--- src/rtl/vga_pkg.sv ---
// Shared VGA timing defaults, colour constants, controller state encoding
// and the alignment-pipeline record.
package vga_pkg;

    localparam int VGA_H_ACTIVE = 640;
    localparam int VGA_H_FP     = 16;
    localparam int VGA_H_SYNC   = 96;
    localparam int VGA_H_BP     = 48;
    localparam int VGA_V_ACTIVE = 480;
    localparam int VGA_V_FP     = 10;
    localparam int VGA_V_SYNC   = 2;
    localparam int VGA_V_BP     = 33;
    localparam int VGA_H_TOTAL  = VGA_H_ACTIVE + VGA_H_FP + VGA_H_SYNC + VGA_H_BP;
    localparam int VGA_V_TOTAL  = VGA_V_ACTIVE + VGA_V_FP + VGA_V_SYNC + VGA_V_BP;
    localparam int VGA_ADDR_W   = 19;
    localparam int CNT_W        = 10;

    // RGB444 colours shared with the colour-bar pattern generator
    localparam logic [11:0] RGB_BLACK = 12'h000;
    localparam logic [11:0] RGB_RED   = 12'hF00;
    localparam logic [11:0] RGB_GREEN = 12'h0F0;
    localparam logic [11:0] RGB_BLUE  = 12'h00F;
    localparam logic [11:0] RGB_WHITE = 12'hFFF;

    typedef enum logic [1:0] {
        ST_IDLE  = 2'd0,
        ST_RUN   = 2'd1,
        ST_DRAIN = 2'd2
    } vga_state_e;

    typedef struct packed {
        logic hs;
        logic vs;
        logic act;
        logic src;
    } pipe_t;

endpackage

--- src/rtl/vga_display_controller_timing_counter.sv ---
// Raster h/v counters with wrap, sync and active-area decode (stage 0).
module vga_timing_counter
    import vga_pkg::*;
#(
    parameter int H_ACTIVE = VGA_H_ACTIVE,
    parameter int H_FP     = VGA_H_FP,
    parameter int H_SYNC   = VGA_H_SYNC,
    parameter int H_BP     = VGA_H_BP,
    parameter int V_ACTIVE = VGA_V_ACTIVE,
    parameter int V_FP     = VGA_V_FP,
    parameter int V_SYNC   = VGA_V_SYNC,
    parameter int V_BP     = VGA_V_BP
) (
    input  logic clk,
    input  logic rst,
    input  logic run_i,
    output logic hsync_o,
    output logic vsync_o,
    output logic active_o,
    output logic frame_start_o,
    output logic wrap_o
);

    localparam logic [CNT_W-1:0] H_ACT    = CNT_W'(H_ACTIVE);
    localparam logic [CNT_W-1:0] H_LAST   = CNT_W'(H_ACTIVE + H_FP + H_SYNC + H_BP - 1);
    localparam logic [CNT_W-1:0] HS_START = CNT_W'(H_ACTIVE + H_FP);
    localparam logic [CNT_W-1:0] HS_END   = CNT_W'(H_ACTIVE + H_FP + H_SYNC);
    localparam logic [CNT_W-1:0] V_ACT    = CNT_W'(V_ACTIVE);
    localparam logic [CNT_W-1:0] V_LAST   = CNT_W'(V_ACTIVE + V_FP + V_SYNC + V_BP - 1);
    localparam logic [CNT_W-1:0] VS_START = CNT_W'(V_ACTIVE + V_FP);
    localparam logic [CNT_W-1:0] VS_END   = CNT_W'(V_ACTIVE + V_FP + V_SYNC);

    logic [CNT_W-1:0] h_q, h_d, v_q, v_d;

    always_comb begin
        h_d = h_q;
        v_d = v_q;
        if (!run_i) begin
            h_d = '0;
            v_d = '0;
        end else if (h_q == H_LAST) begin
            h_d = '0;
            v_d = (v_q == V_LAST) ? '0 : v_q + 1'b1;
        end else begin
            h_d = h_q + 1'b1;
        end
    end

    always_ff @(posedge clk) begin
        if (rst) begin
            h_q <= '0;
            v_q <= '0;
        end else begin
            h_q <= h_d;
            v_q <= v_d;
        end
    end

    assign hsync_o       = run_i && (h_q >= HS_START) && (h_q < HS_END);
    assign vsync_o       = run_i && (v_q >= VS_START) && (v_q < VS_END);
    assign active_o      = run_i && (h_q < H_ACT) && (v_q < V_ACT);
    assign frame_start_o = run_i && (h_q == '0) && (v_q == '0);
    assign wrap_o        = run_i && (h_q == H_LAST) && (v_q == V_LAST);

endmodule

--- src/rtl/vga_display_controller.sv ---
// VGA pixel-path sequencer: run/drain FSM, per-frame source latch, frame-buffer
// address generator and a 2-stage pipeline aligning sync, DE and RGB.
//
// state    | meaning
// ST_IDLE  | counters parked at (0,0), outputs quiet
// ST_RUN   | raster running, enable requested
// ST_DRAIN | enable dropped, finishing the current frame
module vga_display_controller
    import vga_pkg::*;
#(
    parameter int H_ACTIVE = VGA_H_ACTIVE,
    parameter int H_FP     = VGA_H_FP,
    parameter int H_SYNC   = VGA_H_SYNC,
    parameter int H_BP     = VGA_H_BP,
    parameter int V_ACTIVE = VGA_V_ACTIVE,
    parameter int V_FP     = VGA_V_FP,
    parameter int V_SYNC   = VGA_V_SYNC,
    parameter int V_BP     = VGA_V_BP,
    parameter bit SYNC_POL = 1'b0,
    parameter int ADDR_W   = VGA_ADDR_W
) (
    input  logic              CLK_25_I,
    input  logic              RST_I,
    input  logic              ENABLE_I,
    input  logic              SRC_SEL_I,
    output logic              PAT_EN_O,
    input  logic [11:0]       PAT_PIXEL_I,
    output logic              FB_RD_EN_O,
    output logic [ADDR_W-1:0] FB_ADDR_O,
    input  logic [11:0]       FB_PIXEL_I,
    output logic [11:0]       VGA_RGB_O,
    output logic              HSYNC_O,
    output logic              VSYNC_O,
    output logic              DE_O,
    output logic              FRAME_START_O,
    output logic              BUSY_O
);

    vga_state_e        state_q, state_d;
    logic              run, active, hsync, vsync, frame_start, wrap;
    logic              src_q, src_d;
    logic [ADDR_W-1:0] addr_q, addr_d;
    pipe_t             pipe1_q, pipe1_d, pipe2_q, pipe2_d;
    logic [11:0]       pat_pix_q, pat_pix_d, fb_pix_q, fb_pix_d;

    assign run = (state_q != ST_IDLE);

    vga_timing_counter #(
        .H_ACTIVE(H_ACTIVE), .H_FP(H_FP), .H_SYNC(H_SYNC), .H_BP(H_BP),
        .V_ACTIVE(V_ACTIVE), .V_FP(V_FP), .V_SYNC(V_SYNC), .V_BP(V_BP)
    ) u_timing (
        .clk          (CLK_25_I),
        .rst          (RST_I),
        .run_i        (run),
        .hsync_o      (hsync),
        .vsync_o      (vsync),
        .active_o     (active),
        .frame_start_o(frame_start),
        .wrap_o       (wrap)
    );

    always_comb begin
        state_d = state_q;
        unique case (state_q)
            ST_IDLE:  if (ENABLE_I) state_d = ST_RUN;
            ST_RUN:   if (!ENABLE_I) state_d = wrap ? ST_IDLE : ST_DRAIN;
            ST_DRAIN: begin
                if (ENABLE_I)  state_d = ST_RUN;
                else if (wrap) state_d = ST_IDLE;
            end
            default:  state_d = ST_IDLE;
        endcase
    end

    // src_d doubles as the stage-0 source so the first pixel uses the new selection
    always_comb begin
        src_d  = frame_start ? SRC_SEL_I : src_q;
        addr_d = addr_q;
        if (!run || wrap) addr_d = '0;
        else if (active)  addr_d = addr_q + 1'b1;
        pipe1_d   = '{hs: hsync, vs: vsync, act: active, src: src_d};
        pipe2_d   = pipe1_q;
        pat_pix_d = PAT_PIXEL_I;
        fb_pix_d  = FB_PIXEL_I;
    end

    always_ff @(posedge CLK_25_I) begin
        if (RST_I) begin
            state_q   <= ST_IDLE;
            src_q     <= 1'b0;
            addr_q    <= '0;
            pipe1_q   <= '0;
            pipe2_q   <= '0;
            pat_pix_q <= '0;
            fb_pix_q  <= '0;
        end else begin
            state_q   <= state_d;
            src_q     <= src_d;
            addr_q    <= addr_d;
            pipe1_q   <= pipe1_d;
            pipe2_q   <= pipe2_d;
            pat_pix_q <= pat_pix_d;
            fb_pix_q  <= fb_pix_d;
        end
    end

    assign PAT_EN_O      = active && !src_d;
    assign FB_RD_EN_O    = active && src_d;
    assign FB_ADDR_O     = addr_q;
    assign FRAME_START_O = frame_start;
    assign BUSY_O        = run;
    assign HSYNC_O       = pipe2_q.hs ? SYNC_POL : ~SYNC_POL;
    assign VSYNC_O       = pipe2_q.vs ? SYNC_POL : ~SYNC_POL;
    assign DE_O          = pipe2_q.act;
    assign VGA_RGB_O     = !pipe2_q.act ? RGB_BLACK : (pipe2_q.src ? fb_pix_q : pat_pix_q);

endmodule

--- config.mk ---
export PLATFORM = sky130hd
export DESIGN_NAME = vga_display_controller
export DESIGN_NICKNAME = d
export VERILOG_FILES = /design/src/rtl/vga_pkg.sv /design/src/rtl/vga_display_controller_timing_counter.sv /design/src/rtl/vga_display_controller.sv
export SDC_FILE = /design/constraint.sdc
export NUM_CORES = 1
export LEC_CHECK = 0
export CAP_MARGIN = 0
export CORE_ASPECT_RATIO = 1.5
export CORE_UTILIZATION = 47
export CTS_BUF_LIST = sky130_fd_sc_hd__clkbuf_8
export DETAILED_ROUTE_END_ITERATION = 10
export PLACE_DENSITY = 0.77
export SLEW_MARGIN = 20
export SYNTH_ARGS = -nofsm -noshare
export SYNTH_HDL_FRONTEND = slang
export SYNTH_SLANG_ARGS = --single-unit
--- constraint.sdc ---
create_clock -name CLK_25_I -period 2.18 [get_ports CLK_25_I]
set_clock_uncertainty 0.2 [all_clocks]
set_input_delay 0.436 -clock CLK_25_I [delete_from_list [all_inputs] [get_ports CLK_25_I]]
set_output_delay 0.436 -clock CLK_25_I [all_outputs]
set_load 0.005 [all_outputs]
==> out/qor.yml <==
cells_and_area:
  multi_input_area_mm2: 0.00169
  syn2layout_area_growth_pct: 48.2
  nets: 488
  antenna_cells: 0
  fillers: 485
  drive_gt1_frac: 0.244
  final_cell_mix: "dfxtp_1 (60), clkdlybuf4s50_1 (50), buf_4 (41)"
  final_common_cell: "dfxtp_1"
  seqCellArea_mm2: 0.00148
timing:
  timing.final.max_slew_violations: 0
  min_period_ns: 2.58
  tightest_slew_ns: 0.316
  slew_headroom: 0.787
  post-route-period-util: 1.18
  fin_hold_ws_ns: 0.244
  fin_ws_ns: -0.403
  rsz0062_at_grt: "true"
  finalSetupViolations: 2
  clock.fmax_ghz: 0.387
  setup_tns_ns: -0.767
  hold_viol: 0
floorplan:
  design.core.area_mm2: 0.00644
  io-pin-count: 66
  rows: 36
  die_h_um: 102
  dieArea_mm2: 0.00698
  die_w_um: 68.6
  start_util: 0.485
yosys:
  ys_top_cells_by_area: "dfxtp_1 (47%), nor2b_1 (8.2%), mux2i_1 (4.5%), a21oi_1 (3.2%), nand4_1 (3.0%)"
  yosysUniqueCellTypes: 40
  yosys.area.top_type: "dfxtp_1"
  synth_area_mm2: 0.00312
  synth_top_area_share: 0.468
  synth_nets: 374
  netlist_instances: 340
  yosys_warnings: 0
  yosysSeqAreaShare: 0.468
  post_synth.cell_area_avg_um2: 9.19
  ys_ff_latch: 73
cts:
  path_clk_slew_ns: 0.08
  cts_root_buf: "clkbuf_8"
  h-tree-depth: 3
  clock-sinks: 73
  clkLatencyLatePin_ns: 0.35
  cts_buffers: 9
  holdBufCountCts: 0
  cts_tree: "done"
  clk_path_buf_depth: 2
power:
  leakagePower_uw: 0.00174
  powerDensity_mw_per_mm2: 597
  post-layout-total-power_uw: 2760
  vdd_drop_max_v: 0.000405
flow_run:
  drv_cap: 0
drt:
  first_pass_iters: 6
  wirelength_um: 7970
  antenna_left: 0
  via_per_inst: 5.36
  drt_iter0_drc: 159
  vias: 2870
  remaining_drc_errors: 0
  wl_per_cell_um: 14.9
worst_setup_path:
  required_ns: 1.54
  worstPathArrival_ns: 1.95
  startpoint_type: "flip-flop"
  end_kind: "primary output"
  cp_max_fo: 3
  critPathKind: "reg -> out"
place:
  hpwl_um: 5270
  gp_congestion: 0.932
  portBuffers: 65
run_status:
  violations: "negative setup slack"
  status: "finished with violations"
global_route:
  grt_pass1_wl_um: 11700
  grt_antenna_before_repair: 0
  grt_usage: 0.226
  grt_max_degree: 20
  grt_pass1_vias: 2631
  overflow: 0
min_path:
  hp-class: "reg -> reg"
==> worst paths after layout <==
| check | endpoint | depth (start not counted) | startpoint | slack (ns) |
|---|---|---|---|---|
| max | PAT_EN_O | 6 | u_timing.v_q[3]$_SDFFE_PP0N_ | -0.40 |
| min | pipe2_q[3]$_SDFF_PP0_ | 1 | pipe1_q[3]$_SDFF_PP0_ | 0.24 |
| max reg2reg | FB_ADDR_O[16]$_SDFFE_PP0P_ | 8 | u_timing.h_q[0]$_SDFF_PP0_ | 0.05 |
| min reg2reg | pipe2_q[3]$_SDFF_PP0_ | 1 | pipe1_q[3]$_SDFF_PP0_ | 0.24 |
==> cells by family (layout without fill, tap and decap cells) <==
logic type / count (synthesis) / count (layout) / synth area share
adders and majority gates: 6 / 6 / 0.0240
DFF: 73 / 73 / 0.468
AOI/OAI and AO/OA: 49 / 49 / 0.0942
buffers and inverters: 26 / 145 / 0.0353
xor gates and xnor gates: 15 / 15 / 0.0421
muxes: 14 / 14 / 0.0449
and+or+nand+nor: 157 / 157 / 0.292
==> flip-flops by register name (all words and copies together) (netlist names) <==
register,flops
DE_O,1
FB_ADDR_O,19
fb_pix_q,12
pat_pix_q,12
pipe1_q,4
pipe2_q,3
state_q,2
u_timing.h_q,10
u_timing.v_q,10
==> metrics by stage <==
stage	instances	worst slack, ns	utilization	area, um2
2_1_floorplan	340	0.0404	-	3130
3_3_place_gp	511	-0.445	0.646	4160
3_5_place_dp	511	-0.503	0.646	4160
4_1_cts	532	-0.456	0.700	4510
5_1_grt	535	-0.473	0.719	4630
6_report	535	-0.403	0.719	4630
==> cells in the mapped netlist (all sizes together) <==
cell type / n
o21ai: 13
and3b: 1
and2: 2
a21oi: 21
nor4: 5
nor4b: 2
o21a: 1
inv: 12
nand4: 15
ha: 6
nor3: 6
nor2b: 41
xor2: 9
or2: 1
xnor2: 6
mux2i: 14
nand2: 14
clkbuf: 8
nor2: 24
and3: 7
and4: 4
nand4b: 2
a31oi: 1
dfxtp: 73
nand2b: 1
nand3: 12
a211oi: 2
o31ai: 9
o21ba: 2
or3: 11
buf: 6
or4: 9
==> final cells by class <==
cell class	instances	share of cell area
Sequential cell	73	0.319
Clock buffer	10	0.0297
Tap cell	76	0.0205
Clock inverter	6	0.0195
Timing Repair Buffer	117	0.236
Inverter	12	0.00973
Multi-Input combinational cell	241	0.365
==> routing by layer <==
metal  GRT usage  vias up  wire, um
li1            -     1431         -
met4       0.104        0       198
met2       0.406       67      4260
met3      0.0513       17       373
met5           0        -         0
met1       0.240     1355      3140
==> critical path, cell delays in order, from the launching register on <==
cell and delay, ns:
dfxtp_2 0.34, nor4_4 0.33, buf_4 0.17, nand4_1 0.10
or3_4 0.36, and3b_1 0.18, buf_2 0.12
==> report_power, final <==
group | leakage [uW] | internal, uW | switching [uW] | total, uW
Clock | 0.000113 | 679 | 515 | 1190
Combinational | 0.00103 | 118 | 72.9 | 191
Sequential | 0.000602 | 1360 | 14.1 | 1380
Total | 0.00174 | 2160 | 602 | 2760
==> what timing repair did <==
action                                  4_1_cts  5_1_grt
pin swaps                                     7       10
buffers inserted                              5        3
gates resized for setup                      48       24
cloned                                        1        2
endpoints found under the setup margin       17       25
Power figures use the tool's default switching activity.
